$ cat src/rtl/regfile_writeback_pkg.sv
// Shared types and constants for the register-file write-back arbiter.
// Contents: default data width and queue depth, the zero/discard register
// index (X31), the queue entry struct, and a one-hot helper used for
// pending-mask generation.
package wb_pkg;

  localparam int          WB_N         = 64;
  localparam int          WB_DEPTH_DEF = 4;
  localparam logic [4:0]  REG_ZR       = 5'd31;

  typedef struct packed {
    logic [4:0]      rd;
    logic [WB_N-1:0] data;
    logic            killed;
  } wb_entry_t;

  function automatic logic [31:0] rd_onehot(input logic [4:0] rd);
    logic [31:0] m;
    m = '0;
    m[rd] = 1'b1;
    return m;
  endfunction

endpackage

$ cat src/rtl/regfile_writeback_if.sv
// Bundle of the write-back arbiter's producer, load-return and register
// file signals.
//   master : execute/memory side plus register-file/hazard observers
//            (drives alu_*, ld_valid/ld_rd/ld_data)
//   slave  : the arbiter (drives ld_ready, we3/wa3/wd3, busy, pending_mask)
interface regfile_writeback_if #(
  parameter int N = 64
);
  logic         alu_valid;
  logic [4:0]   alu_rd;
  logic [N-1:0] alu_data;
  logic         ld_valid;
  logic         ld_ready;
  logic [4:0]   ld_rd;
  logic [N-1:0] ld_data;
  logic         we3;
  logic [4:0]   wa3;
  logic [N-1:0] wd3;
  logic         busy;
  logic [31:0]  pending_mask;

  modport master (
    output alu_valid, alu_rd, alu_data, ld_valid, ld_rd, ld_data,
    input  ld_ready, we3, wa3, wd3, busy, pending_mask
  );

  modport slave (
    input  alu_valid, alu_rd, alu_data, ld_valid, ld_rd, ld_data,
    output ld_ready, we3, wa3, wd3, busy, pending_mask
  );
endinterface

$ cat src/rtl/regfile_writeback_fifo.sv
// wb_fifo: in-order load-return queue with per-entry kill bits.
// Ports:
//   clk, reset            clock, synchronous active-high reset
//   push_i, push_ent_i    enqueue an entry at the tail
//   pop_i                 dequeue the head (killed or live)
//   kill_en_i, kill_rd_i  mark every queued entry targeting kill_rd_i as killed,
//                         including one pushed in the same cycle
//   head_o                head entry (killed flag merged in)
//   empty_o, full_o       occupancy flags from the start-of-cycle state
//   mask_o, busy_o        registered live-target mask / any-live flag,
//                         reflecting the state after this cycle's updates
module wb_fifo
  import wb_pkg::*;
#(
  parameter int DEPTH = WB_DEPTH_DEF
) (
  input  logic        clk,
  input  logic        reset,
  input  logic        push_i,
  input  wb_entry_t   push_ent_i,
  input  logic        pop_i,
  input  logic        kill_en_i,
  input  logic [4:0]  kill_rd_i,
  output wb_entry_t   head_o,
  output logic        empty_o,
  output logic        full_o,
  output logic [31:0] mask_o,
  output logic        busy_o
);
  localparam int PW = $clog2(DEPTH);
  localparam int CW = PW + 1;

  wb_entry_t          mem_q [DEPTH];
  logic [DEPTH-1:0]   vld_q, vld_d;
  logic [DEPTH-1:0]   kill_q, kill_d;
  logic [PW-1:0]      head_q, tail_q;
  logic [CW-1:0]      cnt_q, cnt_d;
  logic [31:0]        mask_q, mask_d;
  logic               busy_q;
  logic [4:0]         rd_n [DEPTH];

  assign empty_o = (cnt_q == '0);
  assign full_o  = (cnt_q == CW'(DEPTH));
  assign mask_o  = mask_q;
  assign busy_o  = busy_q;

  always_comb begin
    head_o        = mem_q[head_q];
    head_o.killed = kill_q[head_q];
  end

  // Next-state slot view: the same-cycle push is visible to the kill match
  // so an ALU write squashes a load arriving alongside it.
  always_comb begin
    vld_d  = vld_q;
    kill_d = kill_q;
    cnt_d  = cnt_q + CW'(push_i) - CW'(pop_i);
    for (int i = 0; i < DEPTH; i++) rd_n[i] = mem_q[i].rd;
    if (pop_i) vld_d[head_q] = 1'b0;
    if (push_i) begin
      vld_d[tail_q]  = 1'b1;
      kill_d[tail_q] = 1'b0;
      rd_n[tail_q]   = push_ent_i.rd;
    end
    if (kill_en_i) begin
      for (int i = 0; i < DEPTH; i++)
        if (vld_d[i] && rd_n[i] == kill_rd_i) kill_d[i] = 1'b1;
    end
    mask_d = '0;
    for (int i = 0; i < DEPTH; i++)
      if (vld_d[i] && !kill_d[i]) mask_d = mask_d | rd_onehot(rd_n[i]);
  end

  always_ff @(posedge clk) begin
    if (reset) begin
      vld_q  <= '0;
      kill_q <= '0;
      head_q <= '0;
      tail_q <= '0;
      cnt_q  <= '0;
      mask_q <= '0;
      busy_q <= 1'b0;
    end else begin
      vld_q  <= vld_d;
      kill_q <= kill_d;
      cnt_q  <= cnt_d;
      mask_q <= mask_d;
      busy_q <= |mask_d;
      if (pop_i)  head_q <= head_q + 1'b1;
      if (push_i) tail_q <= tail_q + 1'b1;
    end
  end

  // Payload storage carries no reset; slot validity lives in vld_q.
  always_ff @(posedge clk) begin
    if (push_i) mem_q[tail_q] <= push_ent_i;
  end

endmodule

$ cat src/rtl/regfile_writeback.sv
// regfile_writeback: owns the register file's single write port and
// arbitrates between the fixed-latency ALU path (always wins) and queued
// load returns (drained when the ALU path is idle). Writes to X31 are
// dropped; a later ALU write kills stale queued loads to the same register.
// Ports:
//   clk, reset   clock, synchronous active-high reset
//   bus (slave)  alu_valid/alu_rd/alu_data, ld_valid/ld_ready/ld_rd/ld_data,
//                we3/wa3/wd3 (registered), busy, pending_mask (registered)
// Build option: define WB_LOAD_BYPASS_EN to let a load arriving at an empty
// queue with no ALU traffic go straight to the write port one cycle later.
module regfile_writeback
  import wb_pkg::*;
#(
  parameter int N     = WB_N,
  parameter int DEPTH = WB_DEPTH_DEF
) (
  input logic               clk,
  input logic               reset,
  regfile_writeback_if.slave bus
);
  wb_entry_t    head, push_ent;
  logic         empty, full, fifo_busy;
  logic [31:0]  fifo_mask;
  logic         alu_issue, ld_accept, bypass, push, pop;
  logic         we3_q, we3_d;
  logic [4:0]   wa3_q, wa3_d;
  logic [N-1:0] wd3_q, wd3_d;

  assign bus.ld_ready = !reset && !full;
  assign alu_issue    = bus.alu_valid && (bus.alu_rd != REG_ZR);
  assign ld_accept    = bus.ld_valid && bus.ld_ready;

`ifdef WB_LOAD_BYPASS_EN
  assign bypass = ld_accept && empty && (bus.ld_rd != REG_ZR) && !bus.alu_valid;
`else
  assign bypass = 1'b0;
`endif

  // Loads to X31 are accepted and simply dropped here.
  assign push = ld_accept && (bus.ld_rd != REG_ZR) && !bypass;
  assign pop  = !alu_issue && !bypass && !empty;

  always_comb begin
    push_ent        = '0;
    push_ent.rd     = bus.ld_rd;
    push_ent.data   = WB_N'(bus.ld_data);
    push_ent.killed = 1'b0;
  end

  wb_fifo #(.DEPTH(DEPTH)) u_fifo (
    .clk        (clk),
    .reset      (reset),
    .push_i     (push),
    .push_ent_i (push_ent),
    .pop_i      (pop),
    .kill_en_i  (alu_issue),
    .kill_rd_i  (bus.alu_rd),
    .head_o     (head),
    .empty_o    (empty),
    .full_o     (full),
    .mask_o     (fifo_mask),
    .busy_o     (fifo_busy)
  );

  // Port selection: ALU, then bypassed load, then queue head (a killed head
  // is consumed without a write).
  always_comb begin
    we3_d = 1'b0;
    wa3_d = wa3_q;
    wd3_d = wd3_q;
    if (alu_issue) begin
      we3_d = 1'b1;
      wa3_d = bus.alu_rd;
      wd3_d = bus.alu_data;
    end else if (bypass) begin
      we3_d = 1'b1;
      wa3_d = bus.ld_rd;
      wd3_d = bus.ld_data;
    end else if (pop && !head.killed) begin
      we3_d = 1'b1;
      wa3_d = head.rd;
      wd3_d = N'(head.data);
    end
  end

  always_ff @(posedge clk) begin
    if (reset) begin
      we3_q <= 1'b0;
      wa3_q <= '0;
      wd3_q <= '0;
    end else begin
      we3_q <= we3_d;
      wa3_q <= wa3_d;
      wd3_q <= wd3_d;
    end
  end

  assign bus.we3          = we3_q;
  assign bus.wa3          = wa3_q;
  assign bus.wd3          = wd3_q;
  assign bus.busy         = fifo_busy;
  assign bus.pending_mask = fifo_mask;

endmodule

$ cat src/flat_wrapper.sv
// flat-port wrapper written by rule: the top's interface ports become plain ports
module regfile_writeback_flat import wb_pkg::*;
#(
  parameter int N     = WB_N,
  parameter int DEPTH = WB_DEPTH_DEF
)
  (clk, reset, bus_alu_valid, bus_alu_rd, bus_alu_data, bus_ld_valid, bus_ld_rd, bus_ld_data, bus_ld_ready, bus_we3, bus_wa3, bus_wd3, bus_busy, bus_pending_mask);
  regfile_writeback_if #(.N(N)) bus_i ();
  input logic clk;
  input logic reset;
  input wire logic [$bits(bus_i.alu_valid)-1:0] bus_alu_valid;
  input wire logic [$bits(bus_i.alu_rd)-1:0] bus_alu_rd;
  input wire logic [$bits(bus_i.alu_data)-1:0] bus_alu_data;
  input wire logic [$bits(bus_i.ld_valid)-1:0] bus_ld_valid;
  input wire logic [$bits(bus_i.ld_rd)-1:0] bus_ld_rd;
  input wire logic [$bits(bus_i.ld_data)-1:0] bus_ld_data;
  output wire logic [$bits(bus_i.ld_ready)-1:0] bus_ld_ready;
  output wire logic [$bits(bus_i.we3)-1:0] bus_we3;
  output wire logic [$bits(bus_i.wa3)-1:0] bus_wa3;
  output wire logic [$bits(bus_i.wd3)-1:0] bus_wd3;
  output wire logic [$bits(bus_i.busy)-1:0] bus_busy;
  output wire logic [$bits(bus_i.pending_mask)-1:0] bus_pending_mask;
  assign bus_i.alu_valid = bus_alu_valid;
  assign bus_i.alu_rd = bus_alu_rd;
  assign bus_i.alu_data = bus_alu_data;
  assign bus_i.ld_valid = bus_ld_valid;
  assign bus_i.ld_rd = bus_ld_rd;
  assign bus_i.ld_data = bus_ld_data;
  assign bus_ld_ready = bus_i.ld_ready;
  assign bus_we3 = bus_i.we3;
  assign bus_wa3 = bus_i.wa3;
  assign bus_wd3 = bus_i.wd3;
  assign bus_busy = bus_i.busy;
  assign bus_pending_mask = bus_i.pending_mask;
  regfile_writeback #(.N(N), .DEPTH(DEPTH)) u_core (.clk(clk), .reset(reset), .bus(bus_i));
endmodule
$ cat config.mk
export PLATFORM = sky130hd
export DESIGN_NAME = regfile_writeback_flat
export DESIGN_NICKNAME = d
export VERILOG_FILES = /design/src/rtl/regfile_writeback_pkg.sv /design/src/rtl/regfile_writeback_if.sv /design/src/rtl/regfile_writeback_fifo.sv /design/src/rtl/regfile_writeback.sv /design/src/flat_wrapper.sv
export SDC_FILE = /design/constraint.sdc
export NUM_CORES = 1
export LEC_CHECK = 0
export BUFFER_PORTS_ARGS = -buffer_cell sky130_fd_sc_hd__buf_4
export CAP_MARGIN = 20
export CORE_MARGIN = 1
export CORE_UTILIZATION = 48
export DETAILED_ROUTE_END_ITERATION = 16
export HOLD_SLACK_MARGIN = 0.12
export PLACE_DENSITY = 0.69
export SETUP_SLACK_MARGIN = 0.5
export SKIP_CTS_REPAIR_TIMING = 1
export SLEW_MARGIN = 20
export SYNTH_ARGS = -nofsm -noshare
export SYNTH_HDL_FRONTEND = slang
export SYNTH_HIERARCHICAL = 1
export SYNTH_SLANG_ARGS = --single-unit
$ cat constraint.sdc
create_clock -name clk -period 6.23 [get_ports clk]
set_clock_uncertainty 0.2 [all_clocks]
set_input_delay 0.9345 -clock clk [delete_from_list [all_inputs] [get_ports clk]]
set_output_delay 0.9345 -clock clk [all_outputs]
set_load 0.005 [all_outputs]
==> impl_results.rst, run 1 <==
.. list-table::
   :header-rows: 1

   * - Metric
     - Value
   * - Status
     - finished clean
   * - Cell Area, Synth
     - approximately 0.018 sq mm
   * - Met3 Resource Use GR
     - under 10%
   * - Number of cells traversed by the worst hold path
     - 2
   * - Number of antenna diodes
     - 0
   * - Total design power
     - roughly 7.3 mW
   * - Worst setup slack for register-to-register paths
     - about 1.4 ns
   * - Synthesized instance count
     - roughly 1.3k
   * - Maximum fanout count along the critical path
     - 18
   * - All-layer global routing usage
     - 25.66%
   * - Final Util
     - between 50 and 60%
   * - Slew margin rel.
     - 28.07%
   * - Number of violations reported at the end of detailed-routing iteration 0
     - between 900 and 1k
   * - Pre-CTS WS
     - approximately 1 ns
   * - Setup Viol. Count Final
     - 0
   * - Final Max Tran Viols
     - 0
   * - Clock-pin slew on the worst setup and hold paths
     - roughly 0.06 ns
   * - Switching power total
     - between 2 and 2.5 mW
   * - DIE AREA
     - about 0.038 sq mm
   * - IR drop worst, VDD
     - approximately 0.30 mV
   * - Worst path arrival time
     - ~5.0 ns
   * - Crit path launch type
     - flop
   * - GRT overflow
     - 0
   * - Ratio of total power to cell area
     - 344.8 mW/mm^2
   * - Area growth from synthesis to layout
     - 19.84%
   * - Cell Rows
     - between 60 and 70
   * - Achievable frequency
     - ~0.21 GHz
   * - Required time worst endpoint
     - 6.43 ns
   * - Sequential share of power
     - 43.3%
   * - Final weighted congestion in routability-driven placement
     - ~0.95
   * - HPWL reported at the end of detailed placement
     - around 32 mm
   * - Worst hold slack after final layout
     - between 0.3 and 0.4 ns
   * - Worst setup path start
     - u_core/u_fifo/cnt_q[1]
   * - Vias after detailed routing
     - around 12k
   * - Worst setup EP type
     - flop
   * - Global routing usage on met1
     - between 30% and 40%
   * - Post-detailed-route DRC marker count
     - 0
   * - Via count of the first global-routing pass
     - ~12k
   * - Synth Warn #
     - 6
   * - Cell chosen for the clock root
     - sky130_fd_sc_hd__clkbuf_16
   * - GR Util met2
     - between 40% and 50%
   * - Height of the die
     - approximately 190 um
   * - Post-DR wirelength/cell
     - between 20 and 25 um
   * - Actual slew at the worst max-slew pin
     - 1.079 ns
   * - Final net count
     - 1668
   * - Clock sink count
     - between 300 and 400
   * - Vias per Instance
     - just under 6
   * - Worst reg2reg endpoint
     - u_core/u_fifo/busy_o
   * - H-tree depth
     - 2
   * - TritonCTS clock tree
     - built
   * - Later-pin clock latency in the skew report
     - about 0.57 ns
   * - Share of cells above drive strength 1
     - between 20% and 30%
   * - Path class of the lowest-slack min-delay path
     - reg2reg
   * - Final critical-path share of the clock period
     - about 78%
   * - Drt pass-1 iters
     - 5
   * - Type of the setup path with the least slack
     - reg2reg
   * - Internal power
     - roughly 5.3 mW
   * - Post-route setup slack
     - around 1.4 ns
   * - Total Routed Length
     - 48.20 mm
   * - Initial antenna violation count
     - 0
   * - Hold Vio Cnt, Final
     - 0
   * - Total I/O pin count
     - ~250
   * - Highest-count cells in the layout ignoring fill and taps
     - sky130_fd_sc_hd__edfxtp_1 (276), sky130_fd_sc_hd__buf_4 (265), sky130_fd_sc_hd__dfxtp_1 (118), sky130_fd_sc_hd__a21oi_1 (85), sky130_fd_sc_hd__mux2i_1 (77)
   * - Length in cells of the worst reg-to-reg path
     - 14
   * - Remaining number of nets flagged by the antenna check after routing
     - 0
   * - Combinational cell fraction of total power
     - 23.4%
   * - Final sum of negative setup slack
     - 0 ns
   * - Mean area per synthesized cell
     - 13.71 sq um
   * - Core Area
     - approximately 0.036 sq mm
   * - Total clock buffers created by CTS
     - 42
   * - Number of buffers between clock root and the deepest sink
     - 3
   * - Peak-usage layer in the global routing report
     - met2
   * - Part of the power in the clock network
     - about a third
   * - Largest net degree at the start of global routing
     - 70
   * - Port buffer count
     - 245
   * - Commonest non-fill, non-tap cell in the layout
     - sky130_fd_sc_hd__edfxtp_1
   * - Static leakage
     - about 7.8 nW
   * - Proportion of total power due to net switching
     - 27.69%
   * - Starting Density
     - roughly half
   * - End of the critical path
     - u_core/u_fifo/busy_o
   * - Number of nets in the synthesized netlist
     - about 1.4k
   * - Setup repair after global routing missed its margin
     - false
   * - Horizontal die dimension
     - 194.0 um
   * - Clock period minus final worst setup slack
     - roughly 4.8 ns
   * - Reported max-cap violation count
     - 0
   * - Reg2reg start
     - u_core/u_fifo/cnt_q[1]
   * - Wire length of the first global-routing pass
     - 73.42 mm
[final cells by class]
class                   count  area, sq um
repair buffers            266         2009
clock buffers              55         1170
well taps                 461        576.8
clock inverters            23        207.7
multi-input cells         771         6390
fillers                  2888        14720
inverters                  38        147.6
flip-flops and latches    396        10700
[worst min-delay path by stage]
stage | start | to | slack, ns
after floorplan | u_core/u_fifo/kill_q[3] | u_core/u_fifo/kill_q[3] | 0.24
after global placement | u_core/u_fifo/kill_q[1] | u_core/u_fifo/kill_q[1] | 0.31
after detailed placement | u_core/u_fifo/kill_q[1] | u_core/u_fifo/kill_q[1] | 0.31
after CTS | u_core/u_fifo/kill_q[1] | u_core/u_fifo/kill_q[1] | 0.32
after global routing | bus_ld_data[0] | u_core/u_fifo/mem_q[0][1] | 0.33
final | u_core/u_fifo/kill_q[3] | u_core/u_fifo/kill_q[3] | 0.33
[flip-flops by register name (all words and copies together) (netlist names), named ones only]
name / flops
u_core/u_fifo/head_q: 2
u_core/u_fifo/mask_o: 32
u_core/u_fifo/busy_o: 1
u_core/u_fifo/mem_q: 276
u_core/u_fifo/tail_q: 2
u_core/u_fifo/kill_q: 4
u_core/bus.wa3: 5
u_core/u_fifo/vld_q: 4
u_core/bus.wd3: 64
u_core/bus.we3: 1
u_core/u_fifo/cnt_q: 3
[per-layer routing]
layer / wire (um) / vias to the layer above / share of wire, %
met1: 21070 / 5902 / 44
met5: 0 / - / 0
met2: 22540 / 489 / 47
met3: 3355 / 88 / 7.0
met4: 1238 / 0 / 2.6
li1: - / 5467 / -
[critical path, stage by stage (launching register included)]
cell and delay (ns):
sky130_fd_sc_hd__dfxtp_1 0.42, sky130_fd_sc_hd__nor3b_1 0.10, sky130_fd_sc_hd__nor2_1 0.17, sky130_fd_sc_hd__nand2_1 0.08, sky130_fd_sc_hd__a31oi_1 0.62, sky130_fd_sc_hd__buf_4 0.33
sky130_fd_sc_hd__nand3_1 0.14, sky130_fd_sc_hd__and3_1 0.21, sky130_fd_sc_hd__nor4b_1 0.63, sky130_fd_sc_hd__nand2_2 0.41, sky130_fd_sc_hd__a32oi_1 0.29, sky130_fd_sc_hd__o211ai_1 0.15
sky130_fd_sc_hd__a2111oi_0 0.53, sky130_fd_sc_hd__and4_1 0.26, sky130_fd_sc_hd__a41oi_1 0.10
[metrics by stage]
stage | std cells | cell area (sq um)
floorplan | 1290 | 17690
global placement | 1931 | 19800
detailed placement | 1931 | 19800
CTS | 2009 | 21180
global route | 2010 | 21200
finish | 2010 | 21200
[power by group through the flow]
stage	sequential [mW]	combinational, mW	clock [mW]
global placement	3.22	1.69	0
global route	3.19	1.84	2.60
finish	3.16	1.71	2.44
floorplan	3.13	1.36	0
detailed placement	3.22	1.70	0
CTS	3.17	1.71	2.50
No activity file was read; power rests on OpenSTA's default activity.
==> run 2: changes to the inputs <==
==> constraint.sdc (replaced) <==
create_clock -name clk -period 4.9 [get_ports clk]
set_clock_uncertainty 0.2 [all_clocks]
set_input_delay 0.735 -clock clk [delete_from_list [all_inputs] [get_ports clk]]
set_output_delay 0.735 -clock clk [all_outputs]
set_load 0.005 [all_outputs]
==> impl_results.rst, run 2 (synthesis gave the netlist of run 1 again) <==
.. list-table::
   :header-rows: 1

   * - Metric
     - Value
   * - Status
     - finished clean (unchanged)
   * - Static leakage
     - 7.905 nW (was 7.752 nW)
   * - Proportion of total power due to net switching
     - 27.50% (was 27.69%)
   * - Final weighted congestion in routability-driven placement
     - 0.9896 (was 0.9457)
   * - IR drop worst, VDD
     - 0.3253 mV (was 0.2958 mV)
   * - Core Area
     - 0.03591 sq mm (unchanged)
   * - Max reg flops
     - 276 (unchanged)
   * - Area growth from synthesis to layout
     - 21.40% (was 19.84%)
   * - Most flops, register
     - u_core/u_fifo/mem_q (unchanged)
   * - Worst path arrival time
     - 4.30 ns (was 5.03 ns)
   * - Total length of routed met2 wires
     - 23.11 mm (was 22.54 mm)
   * - Hold Vio Cnt, Final
     - 0 (unchanged)
   * - Master of the slowest instance on the critical path
     - sky130_fd_sc_hd__a221oi_4 (was sky130_fd_sc_hd__nor4b_1)
   * - Setup Viol. Count Final
     - 0 (unchanged)
   * - Ratio of total power to cell area
     - 436.5 mW/mm^2 (was 344.8 mW/mm^2)
   * - Wire length of the first global-routing pass
     - 74.87 mm (was 73.42 mm)
   * - Type of the setup path with the least slack
     - reg2reg (unchanged)
   * - Topmost layer with routed signal wires
     - met4 (unchanged)
   * - Clock period minus final worst setup slack
     - 4.128 ns (was 4.829 ns)
   * - Slew margin rel.
     - 31.63% (was 28.07%)
   * - Number of antenna diodes
     - 0 (unchanged)
   * - Starting Density
     - 49.25% (unchanged)
   * - Commonest non-fill, non-tap cell in the layout
     - sky130_fd_sc_hd__buf_4 (was sky130_fd_sc_hd__edfxtp_1)
   * - Required time worst endpoint
     - 5.07 ns (was 6.43 ns)
   * - Port buffer count
     - 245 (unchanged)
   * - Worst hold slack after final layout
     - 0.1613 ns (was 0.3267 ns)
   * - Total I/O pin count
     - 246 (unchanged)
   * - Horizontal die dimension
     - 194.0 um (unchanged)
   * - HPWL reported at the end of detailed placement
     - 33.27 mm (was 31.74 mm)
   * - Drt pass-1 iters
     - 5 (unchanged)
   * - Crit path launch type
     - flop (unchanged)
   * - Cell Rows
     - 69 (unchanged)
   * - Total clock buffers created by CTS
     - 41 (was 42)
   * - Remaining number of nets flagged by the antenna check after routing
     - 0 (unchanged)
   * - Buf/Inv on CP
     - 2 (was 1)
   * - Delay of the slowest critical-path stage
     - 0.50 ns (was 0.63 ns)
   * - Path class of the lowest-slack min-delay path
     - in2reg (was reg2reg)
   * - Share of cells above drive strength 1
     - 29.89% (was 28.21%)
   * - Part of the power in the clock network
     - 33.4% (was 33.3%)
   * - Final Max Tran Viols
     - 0 (unchanged)
   * - Setup repair after global routing missed its margin
     - false (unchanged)
   * - Cell chosen for the clock root
     - sky130_fd_sc_hd__clkbuf_16 (unchanged)
   * - Vias after detailed routing
     - 12.03k (was 11.95k)
   * - Combinational cell fraction of total power
     - 23.4% (about the same)
   * - Actual slew at the worst max-slew pin
     - 1.026 ns (was 1.079 ns)
   * - Via count of the first global-routing pass
     - 12.21k (was 11.96k)
   * - Final critical-path share of the clock period
     - 84.25% (was 77.51%)
   * - Total Routed Length
     - 49.38 mm (was 48.20 mm)
   * - Post-detailed-route DRC marker count
     - 0 (unchanged)
   * - Number of buffers between clock root and the deepest sink
     - 3 (unchanged)
   * - Worst setup EP type
     - flop (unchanged)
   * - Final net count
     - 1697 (was 1668)
   * - Post-DR wirelength/cell
     - 24.24 um (was 23.98 um)
   * - Met1 routed wirelength after detailed routing
     - 21.28 mm (was 21.07 mm)
   * - All-layer global routing usage
     - 26.24% (was 25.66%)
   * - Number of standard cells in the layout, taps in and fillers out
     - 2037 (was 2010)
   * - Clock sink count
     - 396 (unchanged)
   * - Height of the die
     - 194.0 um (unchanged)
   * - Reported max-cap violation count
     - 0 (unchanged)
   * - GRT overflow
     - 0 (unchanged)
   * - Final sum of negative setup slack
     - 0 ns (unchanged)
   * - Number of violations reported at the end of detailed-routing iteration 0
     - 894 (was 939)
   * - Maximum fanout count along the critical path
     - 13 (was 18)
   * - Clock-pin slew on the worst setup and hold paths
     - 0.06 ns (about the same)
   * - TritonCTS clock tree
     - built (unchanged)
   * - Wire length on met3
     - 3.461 mm (was 3.355 mm)
   * - Largest net degree at the start of global routing
     - 70 (unchanged)
   * - Achievable frequency
     - 0.2422 GHz (was 0.2071 GHz)
   * - H-tree depth
     - 2 (unchanged)
   * - Switching power total
     - 2.577 mW (was 2.024 mW)
   * - DIE AREA
     - 0.03762 sq mm (unchanged)
   * - Highest-count cells in the layout ignoring fill and taps
     - sky130_fd_sc_hd__buf_4 (294), sky130_fd_sc_hd__edfxtp_1 (276), sky130_fd_sc_hd__dfxtp_1 (118), sky130_fd_sc_hd__a21oi_1 (85), sky130_fd_sc_hd__mux2i_1 (77) (was sky130_fd_sc_hd__edfxtp_1 (276), sky130_fd_sc_hd__buf_4 (265), sky130_fd_sc_hd__dfxtp_1 (118), sky130_fd_sc_hd__a21oi_1 (85), sky130_fd_sc_hd__mux2i_1 (77))
   * - Instance count after placement with tap cells included
     - 1962 (was 1931)
   * - Later-pin clock latency in the skew report
     - 0.58 ns (was 0.57 ns)
   * - Largest delay contributor family on the critical path
     - compound AO/OA/AOI/OAI gates (was simple AND/OR/NAND/NOR gates)
   * - Cell-by-cell listing of the critical path
     - nor3b_1 -> nor2_1 -> nand2_1 -> a31oi_2 -> buf_4 -> nand2_4 -> clkinv_2 -> a2111o_1 -> a221oi_4 -> a21oi_1 -> a2bb2oi_1 -> o221ai_1 -> a2111oi_1 -> and4_1 -> a41oi_1 (was nor3b_1 -> nor2_1 -> nand2_1 -> a31oi_1 -> buf_4 -> nand3_1 -> and3_1 -> nor4b_1 -> nand2_2 -> a32oi_1 -> o211ai_1 -> a2111oi_0 -> and4_1 -> a41oi_1)
   * - Internal power
     - 6.796 mW (was 5.285 mW)
   * - Initial antenna violation count
     - 0 (unchanged)
   * - Sequential share of power
     - 43.2% (was 43.3%)
   * - Vias per Instance
     - 5.906 (was 5.943)
==> run 2: metrics by stage <==
stage | utilization (%) | power [mW] | area (sq um) | worst slack [ns]
6_report | 59.79 | 9.374 | 21470 | 0.7719
4_1_cts | 59.68 | 9.473 | 21430 | 0.4866
5_1_grt | 59.79 | 9.765 | 21470 | 0.5089
2_1_floorplan | - | 5.709 | 17700 | 0.5477
3_3_place_gp | 55.86 | 6.300 | 20060 | 0.3122
3_5_place_dp | 55.86 | 6.319 | 20060 | 0.1687
==> run 2: power by group through the flow <==
stage                     combinational (mW)  sequential (mW)  clock, mW
after floorplan                         1.73             3.98          0
after global placement                  2.18             4.12          0
after detailed placement                2.20             4.12          0
after CTS                               2.21             4.05       3.21
after global routing                    2.36             4.08       3.32
final                                   2.20             4.05       3.13
==> run 2: routing by layer <==
metal / up-vias / global-route usage (%)
met1: 5972 / 35.80
met5: - / 0
met4: 0 / 9.818
li1: 5519 / -
met2: 447 / 41.21
met3: 93 / 5.810
==> run 2: final cells by class <==
type	instances	area, sq um
Inverter	38	150.1
Sequential cell	396	10700
Timing Repair Buffer	296	2247
Tap cell	461	576.8
Multi-Input combinational cell	771	6431
Clock buffer	57	1177
Fill cell	2874	14440
Clock inverter	18	193.9
==> run 2: path summary, 6_finish.rpt <==
check | start | endpoint | slack (ns) | cells past startpoint
min | bus_ld_data[3] | u_core/u_fifo/mem_q[1][4] | 0.16 | 1
max reg2reg | u_core/u_fifo/cnt_q[2] | u_core/u_fifo/busy_o | 0.77 | 15
min reg2reg | u_core/u_fifo/kill_q[3] | u_core/u_fifo/kill_q[3] | 0.30 | 2
max | u_core/u_fifo/cnt_q[2] | u_core/u_fifo/busy_o | 0.77 | 15
==> run 3: changes to the inputs <==
--- a/config.mk
+++ b/config.mk
@@ -11,7 +11,7 @@
 export CORE_UTILIZATION = 48
 export DETAILED_ROUTE_END_ITERATION = 16
 export HOLD_SLACK_MARGIN = 0.12
-export PLACE_DENSITY = 0.69
+export PLACE_DENSITY = 0.71
 export SETUP_SLACK_MARGIN = 0.5
 export SKIP_CTS_REPAIR_TIMING = 1
 export SLEW_MARGIN = 20
==> constraint.sdc (replaced) <==
create_clock -name clk -period 3.7 [get_ports clk]
set_clock_uncertainty 0.2 [all_clocks]
set_input_delay 0.555 -clock clk [delete_from_list [all_inputs] [get_ports clk]]
set_output_delay 0.555 -clock clk [all_outputs]
set_load 0.005 [all_outputs]
==> impl_results.rst, run 3 (synthesis gave the netlist of run 1 again) <==
.. list-table::
   :header-rows: 1

   * - Metric
     - Value
   * - TritonCTS clock tree
     - built (unchanged)
   * - Starting Density
     - 49.25% (unchanged)
   * - Static leakage
     - 9.272 nW (was 7.905 nW)
   * - Final net count
     - 1938 (was 1697)
   * - Ratio of total power to cell area
     - 533.4 mW/mm^2 (was 436.5 mW/mm^2)
   * - Largest delay contributor family on the critical path
     - compound AO/OA/AOI/OAI gates (unchanged)
   * - Layout filler cell count
     - 2596 (was 2874)
   * - Total I/O pin count
     - 246 (unchanged)
   * - Buf/Inv on CP
     - 6 (was 2)
   * - Area growth from synthesis to layout
     - 38.35% (was 21.40%)
   * - Vias per Instance
     - 5.836 (was 5.906)
   * - Remaining number of nets flagged by the antenna check after routing
     - 0 (unchanged)
   * - Initial antenna violation count
     - 2 (was 0)
   * - Post-route setup slack
     - -0.07036 ns (was 0.7719 ns)
   * - Most flops, register
     - u_core/u_fifo/mem_q (unchanged)
   * - Share of cells above drive strength 1
     - 41.14% (was 29.89%)
   * - Horizontal die dimension
     - 194.0 um (unchanged)
   * - IR drop worst, VDD
     - 0.3780 mV (was 0.3253 mV)
   * - Commonest non-fill, non-tap cell in the layout
     - sky130_fd_sc_hd__buf_4 (unchanged)
   * - Reported max-cap violation count
     - 0 (unchanged)
   * - Worst path arrival time
     - 4.01 ns (was 4.30 ns)
   * - Crit path launch type
     - flop (unchanged)
   * - Required time worst endpoint
     - 3.94 ns (was 5.07 ns)
   * - Total Routed Length
     - 53.20 mm (was 49.38 mm)
   * - All-layer global routing usage
     - 27.25% (was 26.24%)
   * - Number of buffers between clock root and the deepest sink
     - 3 (unchanged)
   * - Highest-count cells in the layout ignoring fill and taps
     - sky130_fd_sc_hd__buf_4 (435), sky130_fd_sc_hd__edfxtp_1 (276), sky130_fd_sc_hd__dfxtp_1 (116), sky130_fd_sc_hd__a21oi_1 (80), sky130_fd_sc_hd__mux2i_1 (76) (was sky130_fd_sc_hd__buf_4 (294), sky130_fd_sc_hd__edfxtp_1 (276), sky130_fd_sc_hd__dfxtp_1 (118), sky130_fd_sc_hd__a21oi_1 (85), sky130_fd_sc_hd__mux2i_1 (77))
   * - Cell-by-cell listing of the critical path
     - nor3b_4 -> buf_6 -> nor2_4 -> nand2_4 -> a31oi_4 -> buf_12 -> buf_8 -> nand2_8 -> inv_8 -> a2111o_1 -> a221oi_4 -> buf_6 -> buf_6 -> a21oi_4 -> a32oi_4 -> o211ai_1 -> a2111oi_1 -> and4_1 -> a41oi_1 (was nor3b_1 -> nor2_1 -> nand2_1 -> a31oi_2 -> buf_4 -> nand2_4 -> clkinv_2 -> a2111o_1 -> a221oi_4 -> a21oi_1 -> a2bb2oi_1 -> o221ai_1 -> a2111oi_1 -> and4_1 -> a41oi_1)
   * - Total clock buffers created by CTS
     - 42 (was 41)
   * - Hold Vio Cnt, Final
     - 0 (unchanged)
   * - Largest net degree at the start of global routing
     - 77 (was 70)
   * - Final Max Tran Viols
     - 0 (unchanged)
   * - Number of violations reported at the end of detailed-routing iteration 0
     - 1003 (was 894)
   * - Cell chosen for the clock root
     - sky130_fd_sc_hd__clkbuf_16 (unchanged)
   * - Via count of the first global-routing pass
     - 12.86k (was 12.21k)
   * - Clock-pin slew on the worst setup and hold paths
     - 0.06 ns (about the same)
   * - Setup repair after global routing missed its margin
     - true (was false)
   * - Path class of the lowest-slack min-delay path
     - in2reg (unchanged)
   * - Slew margin rel.
     - 34.55% (was 31.63%)
   * - GRT overflow
     - 0 (unchanged)
   * - Violated checks
     - negative setup slack
   * - Status
     - finished with violations (was finished clean)
   * - Delay of the slowest critical-path stage
     - 0.42 ns (was 0.50 ns)
   * - Type of the setup path with the least slack
     - reg2reg (unchanged)
   * - Most common cell type on the critical path
     - sky130_fd_sc_hd__buf_6
   * - Cell Rows
     - 69 (unchanged)
   * - Port buffer count
     - 245 (unchanged)
   * - Post-DR wirelength/cell
     - 23.33 um (was 24.24 um)
   * - HPWL reported at the end of detailed placement
     - 35.38 mm (was 33.27 mm)
   * - Maximum fanout count along the critical path
     - 8 (was 13)
   * - Master of the slowest instance on the critical path
     - sky130_fd_sc_hd__a2111oi_1 (was sky130_fd_sc_hd__a221oi_4)
   * - Wire length of the first global-routing pass
     - 78.10 mm (was 74.87 mm)
   * - Vias after detailed routing
     - 13.31k (was 12.03k)
   * - H-tree depth
     - 2 (unchanged)
   * - Post-detailed-route DRC marker count
     - 0 (unchanged)
   * - Actual slew at the worst max-slew pin
     - 0.9817 ns (was 1.026 ns)
   * - Setup Viol. Count Final
     - 1 (was 0)
   * - DIE AREA
     - 0.03762 sq mm (unchanged)
   * - Later-pin clock latency in the skew report
     - 0.57 ns (was 0.58 ns)
   * - Drt pass-1 iters
     - 5 (unchanged)
   * - Core Area
     - 0.03591 sq mm (unchanged)
   * - Max reg flops
     - 276 (unchanged)
   * - Total design power
     - 13.05 mW (was 9.374 mW)
   * - Clock sink count
     - 396 (unchanged)
   * - Final weighted congestion in routability-driven placement
     - 0.9415 (was 0.9896)
   * - Height of the die
     - 194.0 um (unchanged)
   * - Achievable frequency
     - 0.2652 GHz (was 0.2422 GHz)
   * - Final sum of negative setup slack
     - -0.07036 ns (was 0 ns)
   * - Clock period minus final worst setup slack
     - 3.770 ns (was 4.128 ns)
   * - Final critical-path share of the clock period
     - 101.9% (was 84.25%)
   * - Worst setup EP type
     - flop (unchanged)
[run 3: cell count changes in the layout (fill, tap and decap cells not counted), moves of 7 or more]
| cell | previous run | this run |
|---|---|---|
| sky130_fd_sc_hd__o22ai_1 | 11 | 4 |
| sky130_fd_sc_hd__a211oi_1 | 71 | 63 |
| sky130_fd_sc_hd__a211oi_2 | 1 | 9 |
| sky130_fd_sc_hd__nand2_1 | 52 | 36 |
| sky130_fd_sc_hd__buf_4 | 294 | 435 |
| sky130_fd_sc_hd__nor2_1 | 58 | 49 |
| sky130_fd_sc_hd__buf_6 | 0 | 27 |
| sky130_fd_sc_hd__nand2_2 | 2 | 13 |
| sky130_fd_sc_hd__dlygate4sd3_1 | 0 | 64 |
[run 3: worst paths after layout]
path / cells after the start / startpoint / slack [ns] / end
max: 19 / u_core/u_fifo/cnt_q[1] / -0.07 / u_core/u_fifo/busy_o
min: 2 / bus_ld_rd[0] / 0.20 / u_core/u_fifo/mem_q[1][65]
max reg2reg: 19 / u_core/u_fifo/cnt_q[1] / -0.07 / u_core/u_fifo/busy_o
min reg2reg: 2 / u_core/u_fifo/kill_q[3] / 0.30 / u_core/u_fifo/kill_q[3]
[run 3: metrics by stage]
step	setup WS (ns)	util (%)	cell area (sq um)	hold slack (ns)	std cells
4_1_cts	-0.6047	63.29	22730	-0.04292	2187
2_1_floorplan	0.07436	-	17810	0.2418	1290
6_report	-0.07036	68.14	24470	0.2024	2280
3_3_place_gp	-0.5846	59.29	21300	0.2891	2110
3_5_place_dp	-0.5752	59.29	21300	0.2949	2110
5_1_grt	-0.1822	68.14	24470	0.2050	2279
[run 3: per-layer routing]
metal,up-vias,GRT usage [%],wire length [um]
met3,104,6.001,3895
met2,555,42.95,25620
li1,6022,-,-
met5,-,0,10
met4,2,8.348,1271
met1,6623,37.78,22400
[run 3: worst reg2reg max path, delay by kind of cell (launching register included)]
family	cells	cell delay [ns]
and+or+nand+nor	5	0.72
buffers and inverters	6	0.75
DFF	1	0.33
AOI/OAI and AO/OA	8	1.64
[run 3: layout make-up]
class	instances	area, sq um	area share [%]
Sequential cell	396	10700	43.72
Clock buffer	54	1156	4.724
Multi-Input combinational cell	771	7172	29.30
Clock inverter	23	279.0	1.140
Inverter	38	181.4	0.7413
Timing Repair Buffer	536	4405	18.00
Tap cell	461	576.8	2.357
Antenna cell	1	2.502	0.01022
[run 3: report_power, final]
| group | switching (mW) | leakage (nW) | internal, mW | total [mW] |
|---|---|---|---|---|
| registers | 0.277 | 3.49 | 5.06 | 5.34 |
| logic | 1.60 | 5.07 | 1.77 | 3.37 |
| clock network | 1.77 | 0.704 | 2.58 | 4.34 |
| total | 3.64 | 9.27 | 9.41 | 13.1 |
